### src/rtl/dbg_apb_arb.sv
// Round-robin arbiter that funnels several APB debug requesters onto one APB slave.
// Each requester gets a private pending register, a one-cycle pready pulse and a held read-data word.
module dbg_apb_arb #(
  parameter int NUM_REQ = 2,
  parameter int TIMEOUT = 255
) (
  input  logic                   i_clk,
  input  logic                   i_rst_n,
  input  logic [NUM_REQ-1:0]     i_req_penable,
  input  logic [NUM_REQ-1:0]     i_req_pwrite,
  input  logic [NUM_REQ*32-1:0]  i_req_paddr,
  input  logic [NUM_REQ*32-1:0]  i_req_pwdata,
  output logic [NUM_REQ-1:0]     o_req_pready,
  output logic [NUM_REQ*32-1:0]  o_req_prdata,
  output logic                   o_penable,
  output logic                   o_pwrite,
  output logic [31:0]            o_paddr,
  output logic [31:0]            o_pwdata,
  input  logic                   i_pready,
  input  logic [31:0]            i_prdata,
  input  logic                   i_err_clr,
  output logic                   o_err_timeout,
  output logic [NUM_REQ-1:0]     o_err_drop,
  output logic                   o_dbg_state
);

  // Handshake: a requester raises penable and holds it (or pulses it once); the transfer is
  // captured when the port is not busy, and completes with exactly one o_req_pready pulse.
  // On the slave side o_penable stays high with stable controls until i_pready or timeout.

  localparam int          GW           = $clog2(NUM_REQ);
  localparam logic [15:0] WAIT_LAST    = 16'(TIMEOUT - 1);
  localparam logic [31:0] TIMEOUT_DATA = 32'hDEAD_BEEF;

  typedef enum logic {
    IDLE   = 1'b0,
    ACCESS = 1'b1
  } state_t;

  state_t               state;
  logic [GW-1:0]        grant;
  logic [GW-1:0]        last_grant;
  logic [15:0]          wait_cnt;

  logic [NUM_REQ-1:0]   busy;
  logic [NUM_REQ-1:0]   pen_q;
  logic [NUM_REQ-1:0]   pend_write;
  logic [31:0]          pend_addr  [NUM_REQ];
  logic [31:0]          pend_wdata [NUM_REQ];
  logic [31:0]          prdata_q   [NUM_REQ];

  logic                 wait_hit;
  logic                 slv_done;
  logic                 to_evt;
  logic [NUM_REQ-1:0]   done_vec;
  logic [NUM_REQ-1:0]   capture;
  logic [NUM_REQ-1:0]   drop_evt;
  logic                 pick_valid;
  logic [GW-1:0]        pick;

  assign wait_hit = (wait_cnt == WAIT_LAST);
  assign slv_done = (state == ACCESS) && (i_pready || wait_hit);
  assign to_evt   = (state == ACCESS) && !i_pready && wait_hit;

  always_comb begin
    done_vec = '0;
    if (slv_done) done_vec[grant] = 1'b1;
  end

  // The pready pulse cycle blocks capture so a held penable is not taken as a new transfer.
  assign capture  = i_req_penable & ~busy & ~o_req_pready;
  assign drop_evt = i_req_penable & ~pen_q & busy;

  // Round-robin search from last_grant+1; the lowest offset that is busy wins.
  always_comb begin
    int            idx;
    logic [GW-1:0] cand;
    idx        = 0;
    cand       = '0;
    pick_valid = 1'b0;
    pick       = last_grant;
    for (int i = NUM_REQ; i >= 1; i--) begin
      idx = int'(last_grant) + i;
      if (idx >= NUM_REQ) idx = idx - NUM_REQ;
      cand = GW'(idx);
      if (busy[cand]) begin
        pick_valid = 1'b1;
        pick       = cand;
      end
    end
  end

  // Per-port capture, busy tracking and dropped-request flags.
  always_ff @(posedge i_clk or negedge i_rst_n) begin
    if (!i_rst_n) begin
      busy       <= '0;
      pen_q      <= '0;
      pend_write <= '0;
      o_err_drop <= '0;
      for (int p = 0; p < NUM_REQ; p++) begin
        pend_addr[p]  <= '0;
        pend_wdata[p] <= '0;
      end
    end else begin
      pen_q <= i_req_penable;
      for (int p = 0; p < NUM_REQ; p++) begin
        if (done_vec[p]) begin
          busy[p] <= 1'b0;
        end else if (capture[p]) begin
          busy[p]       <= 1'b1;
          pend_write[p] <= i_req_pwrite[p];
          pend_addr[p]  <= i_req_paddr[p*32 +: 32];
          pend_wdata[p] <= i_req_pwdata[p*32 +: 32];
        end
        if (drop_evt[p]) begin
          o_err_drop[p] <= 1'b1;
        end else if (i_err_clr) begin
          o_err_drop[p] <= 1'b0;
        end
      end
    end
  end

  // Arbitration FSM with registered slave-side and completion outputs.
  always_ff @(posedge i_clk or negedge i_rst_n) begin
    if (!i_rst_n) begin
      state         <= IDLE;
      grant         <= '0;
      last_grant    <= GW'(NUM_REQ - 1);
      wait_cnt      <= '0;
      o_penable     <= 1'b0;
      o_pwrite      <= 1'b0;
      o_paddr       <= '0;
      o_pwdata      <= '0;
      o_req_pready  <= '0;
      o_err_timeout <= 1'b0;
      for (int p = 0; p < NUM_REQ; p++) prdata_q[p] <= '0;
    end else begin
      o_req_pready <= '0;
      if (to_evt) begin
        o_err_timeout <= 1'b1;
      end else if (i_err_clr) begin
        o_err_timeout <= 1'b0;
      end
      case (state)
        IDLE: begin
          if (pick_valid) begin
            grant     <= pick;
            o_pwrite  <= pend_write[pick];
            o_paddr   <= pend_addr[pick];
            o_pwdata  <= pend_wdata[pick];
            o_penable <= 1'b1;
            wait_cnt  <= '0;
            state     <= ACCESS;
          end
        end
        ACCESS: begin
          if (slv_done) begin
            o_penable           <= 1'b0;
            prdata_q[grant]     <= i_pready ? i_prdata : TIMEOUT_DATA;
            o_req_pready[grant] <= 1'b1;
            last_grant          <= grant;
            state               <= IDLE;
          end else begin
            wait_cnt <= wait_cnt + 16'd1;
          end
        end
        default: state <= IDLE;
      endcase
    end
  end

  for (genvar p = 0; p < NUM_REQ; p++) begin : g_rdata
    assign o_req_prdata[p*32 +: 32] = prdata_q[p];
  end

  assign o_dbg_state = state;

  a_pready_onehot: assert property (@(posedge i_clk) disable iff (!i_rst_n)
    $onehot0(o_req_pready));

  a_access_penable: assert property (@(posedge i_clk) disable iff (!i_rst_n)
    (state == ACCESS) |-> (o_penable && busy[grant]));

  a_access_stable: assert property (@(posedge i_clk) disable iff (!i_rst_n)
    (state == ACCESS && !slv_done) |=>
      ($stable(o_paddr) && $stable(o_pwdata) && $stable(o_pwrite) && o_penable));

endmodule

### config.mk
export PLATFORM = sky130hd
export DESIGN_NAME = dbg_apb_arb
export DESIGN_NICKNAME = d
export VERILOG_FILES = /design/src/rtl/dbg_apb_arb.sv
export SDC_FILE = /design/constraint.sdc
export NUM_CORES = 1
export LEC_CHECK = 0
export CAP_MARGIN = 20
export CORE_MARGIN = 5
export CORE_UTILIZATION = 40
export CTS_CLUSTER_SIZE = 24
export DETAILED_ROUTE_END_ITERATION = 16
export PLACE_DENSITY = 0.78
export SLEW_MARGIN = 40
export SYNTH_ARGS = -nofsm -noshare
export SYNTH_HDL_FRONTEND = slang
export SYNTH_SLANG_ARGS = --single-unit
### constraint.sdc
create_clock -name i_clk -period 4.1 [get_ports i_clk]
set_clock_uncertainty 0.2 [all_clocks]
set_input_delay 0.41 -clock i_clk [delete_from_list [all_inputs] [get_ports i_clk]]
set_output_delay 0.41 -clock i_clk [all_outputs]
set_load 0.02 [all_outputs]
---- Word-level counts from Yosys, hierarchy flattened ----
Index checks and enable logic that the tools add are counted.
word-level totals
  register bits after elaboration ......... 288
  output and inout port bits .............. 136
  logic and storage cells ................. 115
cells by class
  add/subtract/negate cells ............... 5
  $lt $le $gt $ge ......................... 10
  equality and inequality tests ........... 4
  mux-type cells .......................... 43
  bitwise logic cells ..................... 12
  reductions and logical operators ........ 18
operator list
  kind                                                               count
  2-to-1 mux 32 bit                                                  8
  bitwise mux 64 bit                                                 1
  demux 32 bit (select 1 bit)                                        1
  2-to-1 mux 16 bit                                                  2
  one-hot mux 16 bit (2 select lines)                                1
  2-to-1 mux 1 bit                                                   25
  adder 16 x 1 -> 16 bit, second input constant                      1
  == test 16 x 8 -> 1 bit, second input constant                     1
  AND reduction 2 bit                                                6
  nonzero test 2 bit                                                 5
  bitwise AND 2 bit                                                  4
  less-than comparator 1 x 2 -> 1 bit, second input constant         4
  greater-or-equal comparator 2 bit, second input constant           3
  NOT 2 bit                                                          3
  logical AND 1 bit                                                  5
  2-to-1 mux 2 bit                                                   2
  inequality test 2 bit, second input constant                       2
  NOT 1 -> 2 bit                                                     2
  one-hot mux 1 bit (2 select lines)                                 2
  adder 1 x 2 -> 3 bit, second input constant                        1
  greater-or-equal comparator 3 x 2 -> 1 bit, second input constant  1
  NOT 1 bit                                                          3
  adder 1 x 1 -> 2 bit, second input constant                        1
  less-than comparator 2 x 1 -> 1 bit, second input constant         1
  6 further kinds                                                    7

---- Longest topological paths before layout ----
  depth in word-level cells ............... 11
  mapped depth ............................ 8
  gate-level depth less buffers ........... 7

---- Worst setup path before layout ----
Ideal clock, no wire load.
  path type ............................... register to register
  from .................................... register wait_cnt[0]
  to ...................................... register pend_addr[33] (netlist bit)
  arrival ................................. 2103 ps
  required time ........................... 3773 ps
  path slack .............................. 1670 ps
  stages on the path, launching flop included .. 9
  buffers on the path ..................... 2
  clock period less this slack ............ 2430 ps
  path through ............................ dfrtp_1 -> inv_1 -> ha_1 -> and4b_1 -> a41o_4 -> a2111oi_4 -> buf_6 -> buf_6 -> mux2_1
between the ends
  longest elaborated chain between the ends .. 6
RTL lines
  item                           RTL line  source
  start, declared                43        logic [15:0] wait_cnt;
  start signal, assigned         165       wait_cnt <= wait_cnt + 16'd1;
  == test 16 x 8 -> 1 bit        61        assign wait_hit = (wait_cnt == WAIT_LAST);
  logical OR 1 bit               62        assign slv_done = (state == ACCESS) && (i_pready || wait_hit);
  logical AND 1 bit              62
  2-to-1 mux 2 bit               67        if (slv_done) done_vec[grant] = 1'b1;
  NOT 1 bit (no line)            --
  AND reduction 2 bit (no line)  --
  end signal, assigned by index  112       pend_addr[p] <= i_req_paddr[p*32 +: 32];
  end, declared                  48        logic [31:0] pend_addr [NUM_REQ];
Every way passes these cells.
A chain may end at the register's enable or synchronous reset.

---- Worst setup path after layout ----
  from .................................... register wait_cnt[0]
  to ...................................... register prdata_q (netlist bit o_req_prdata[5])
between the ends
  longest elaborated chain between the ends .. 4
RTL lines
  item                           RTL line  source
  == test 16 x 8 -> 1 bit        61
  logical OR 1 bit               62
  logical AND 1 bit              62
  AND reduction 2 bit (no line)  --
  end signal, assigned by index  160       prdata_q[grant] <= i_pready ? i_prdata : TIMEOUT_DATA;
  end, declared                  50        logic [31:0] prdata_q [NUM_REQ];
Every way passes these cells.

==> out/qor.txt <==
OUTCOME
-----------------------------------------------------------------------------------------------------------------
Result of the run .................................................................................. finished clean

DRT
-----------------------------------------------------------------------------------------------------------------
Iteration-0 DRC count of the detailed router .......................................................          389
Average wire per standard cell .....................................................................      18.7 um
Number of remaining DRC errors .....................................................................            0
Number of vias in the routed layout ................................................................         7922
Routed Wire Length .................................................................................      29.1 mm
Via density per instance ...........................................................................         5.10
Number of iterations in the first detailed-routing pass ............................................            5
Antenna Violating Nets Remaining ...................................................................            0

SYNTHESIS
-----------------------------------------------------------------------------------------------------------------
Largest family of logic cells by synthesized area .................................................. multiplexers
Arithmetic-cell share of the synthesized area counting full adders, half adders and majority gates .       0.217%
Number of synthesized register bits ................................................................          288
Area fraction of the dominant cell type after synthesis ............................................        62.4%
Most used flip-flop cell after synthesis ...........................................................      dfrtp_1
Synth Area in Compound Gates .......................................................................        9.66%
Warnings, synthesis ................................................................................            0
Portion of the post-synthesis area used by sequential elements .....................................        62.6%
Biggest area consumer among synthesized cells ......................................................      dfrtp_1
Ranking of synthesized cells by area ............................................................... dfrtp_1, mux2_2, mux2i_1
Async set-reset flop share out of synthesis ........................................................         100%
Cell area after technology mapping .................................................................   11500 um^2
Fraction of the mapped netlist area in simple logic gates ..........................................        5.50%
Net count of the mapped netlist ....................................................................         1020
Mean post-synth cell area ..........................................................................    13.5 um^2
Distinct cell type count of the synthesized netlist ................................................           49
Count of mapped cells out of synthesis .............................................................          850
Number of enable flip-flop cells after synthesis ...................................................            0
Proportion of synthesized area in mux cells ........................................................        19.1%
Parity-gate share of the synthesized area counting xor and xnor cells ..............................      0.0761%

GRT
-----------------------------------------------------------------------------------------------------------------
Total routing resource utilization after global routing ............................................        17.8%
Global route overflow ..............................................................................            0
Maximum number of pins on one net before global-route repair .......................................          109
Via count of the first global-routing pass .........................................................         8495
First-pass GRT wire length .........................................................................      47.6 mm
Initial antenna violation count ....................................................................            1

MIN PATH
-----------------------------------------------------------------------------------------------------------------
Path category of the worst min-delay check .........................................................     in2async

TIMING
-----------------------------------------------------------------------------------------------------------------
Share of the clock period used by the worst path after layout ......................................        72.6%
Setup tns final ....................................................................................         0 ns
Tightest slew margin relative to the limit .........................................................        44.4%
Number of max-slew violations in the final report ..................................................            0
Final critical delay including setup and external delays ...........................................      2.98 ns
Fmax ...............................................................................................    0.336 GHz
Final setup violation count ........................................................................            0
Final hold violation count .........................................................................            0
Setup repair after global routing missed its margin ................................................        false
Actual slew at the worst max-slew pin ..............................................................     0.832 ns

FINISH
-----------------------------------------------------------------------------------------------------------------
Fraction of final layout cells with drive strength greater than 1 ..................................        12.9%
Top library cells by usage in the layout, fill and taps aside ...................................... clkdlybuf4s50_1, dfrtp_1, nand2_1
Area Growth Syn to Fin .............................................................................        38.3%
Leading cell type in the layout, fill and taps excluded ............................................ clkdlybuf4s50_1
Nets ...............................................................................................         1317

DIE
-----------------------------------------------------------------------------------------------------------------
Core outline area ..................................................................................   28500 um^2
Effective utilization at floorplan .................................................................        40.3%
Height of the die ..................................................................................       180 um
Horizontal die dimension ...........................................................................       180 um
Die Outline Area ...................................................................................   32300 um^2
Num rows ...........................................................................................           62
Ports placed on the boundary .......................................................................          304

CLOCKING
-----------------------------------------------------------------------------------------------------------------
Number of setup buffers added after CTS ............................................................            0
# clock sinks ......................................................................................          288
Clock tree root buffer cell ........................................................................    clkbuf_16
Insertion delay to the later sink of the worst-skew pair ...........................................      0.54 ns
Clock buffers created by TritonCTS .................................................................           30
Number of levels the H-tree was split into .........................................................            1
Post-cts repair resize count .......................................................................            0
Clock tree from TritonCTS ..........................................................................         done
Maximum buffer depth of the clock tree .............................................................            3
Clock slew at the register clock pins of the worst setup and hold paths ............................      0.06 ns
Total of hold buffers inserted after clock tree synthesis ..........................................            1

WORST SETUP PATH
-----------------------------------------------------------------------------------------------------------------
Sort of element at the start of the critical path ..................................................     register
Register-to-Register Setup Slack ...................................................................      1.12 ns
Length in cells of the worst reg-to-reg path .......................................................            7
Endpoint of the worst register-to-register path .................................................... o_req_prdata[5]$_DFFE_PN0P_
Worst EP required ..................................................................................      4.32 ns
Crit path arrival time .............................................................................      3.20 ns
Critical path class ................................................................................      reg2reg
CP max FO ..........................................................................................           26
Critical Path Sink Type ............................................................................     register
Startpoint of the worst register-to-register path .................................................. wait_cnt[0]$_DFFE_PN0P_

POWER AND IR DROP
-----------------------------------------------------------------------------------------------------------------
Leakage ............................................................................................      6.70 nW
Total power divided by cell area ...................................................................  809 nW/um^2
Peak supply drop ...................................................................................   0.000511 V
Total power ........................................................................................      12.9 mW

PLACED DESIGN
-----------------------------------------------------------------------------------------------------------------
Placer's final routability congestion estimate .....................................................        0.834
Buffers on Ports ...................................................................................          303
Post-DP HPWL .......................................................................................      19.8 mm

JOB
-----------------------------------------------------------------------------------------------------------------
Number of max-capacitance violations reported ......................................................            0

-- synthesized netlist by cell type, types with 2 or more instances --
master	n
a21oi_1	3
a22o_1	16
a31oi_1	2
a41oi_1	4
and2_1	2
and3_1	2
and4_1	5
buf_1	3
buf_2	12
buf_4	6
buf_6	6
clkbuf_1	22
clkinv_1	2
dfrtp_1	287
ha_1	2
inv_1	13
mux2_1	50
mux2_2	80
mux2i_1	74
nand2_1	83
nand2_2	2
nand2b_1	2
nand3_1	9
nand3b_1	2
nand4_1	6
nor2_1	2
nor2b_1	3
nor3_1	5
nor4_1	3
o211ai_1	2
o21ai_0	72
o21ai_1	3
o22a_1	48
or4_1	2
-- stage by stage --
step / cell area [um^2] / hold slack [ns] / instances / setup WS, ns / utilization, %
floorplan: 11500 / -0.0856 / 850 / 1.67 / -
global placement: 14900 / 0.259 / 1497 / 1.17 / 52.3
detailed placement: 14900 / 0.270 / 1497 / 1.07 / 52.3
CTS: 15900 / 0.170 / 1552 / 1.08 / 55.7
global route: 15900 / 0.178 / 1554 / 0.993 / 55.8
finish: 15900 / 0.161 / 1554 / 1.12 / 55.8
-- worst max path at each step --
stage | start | end | cells past startpoint
2_1_floorplan | wait_cnt[0]$_DFFE_PN0P_ | pend_addr[33]$_DFFE_PN0P_ | 8
3_3_place_gp | i_pready | o_req_prdata[41]$_DFFE_PN0P_ | 5
3_5_place_dp | i_pready | o_req_prdata[34]$_DFFE_PN0P_ | 5
4_1_cts | wait_cnt[0]$_DFFE_PN0P_ | o_req_prdata[47]$_DFFE_PN0P_ | 7
5_1_grt | wait_cnt[0]$_DFFE_PN0P_ | o_req_prdata[5]$_DFFE_PN0P_ | 7
6_report | wait_cnt[0]$_DFFE_PN0P_ | o_req_prdata[5]$_DFFE_PN0P_ | 7
-- logic make-up after synthesis --
logic type	Yosys count
compound gates	158
xor+xnor	1
fa+ha+maj	2
buf+inv	64
flops	288
mux	204
simple gates	133
-- layer usage --
layer	vias to the layer above	GRT usage, %	routed length, um
li1	3647	-	-
met1	3991	22.5	12000
met2	232	31.4	14800
met3	52	3.90	1590
met4	0	4.39	715
met5	-	0	0
-- power by group --
part,internal [mW],switching (mW)
combinational,2.66,2.66
clock,1.54,1.08
sequential,4.20,0.741
-- state kept, by name, summed over array words and instances (netlist names), 2 cells and up --
signal,cells
o_pwdata,32
wait_cnt,16
pen_q,2
pend_wdata,64
pend_addr,64
o_err_drop,2
o_req_prdata,64
pend_write,2
busy,2
o_paddr,32
o_req_pready,2
-- final cells by class --
| type | count | area, um^2 |
|---|---|---|
| antenna | 1 | 2.50 |
| sequential | 288 | 7210 |
| fill | 2376 | 12600 |
| tap | 384 | 480 |
| inverter | 15 | 56.3 |
| clock inverter | 11 | 92.6 |
| timing repair buffer | 314 | 3190 |
| multi-input combinational | 498 | 4020 |
| clock buffer | 43 | 871 |
-- worst max-delay path, stage by stage (launching register included) --
cell and delay [ns]:
dfrtp_1 0.40, inv_1 0.10, ha_1 0.21, and4b_1 0.26, a41o_4 0.33, nand2_2 0.17, clkinv_1 0.69, o22a_1 0.48
(Power assumes the default switching activity.)
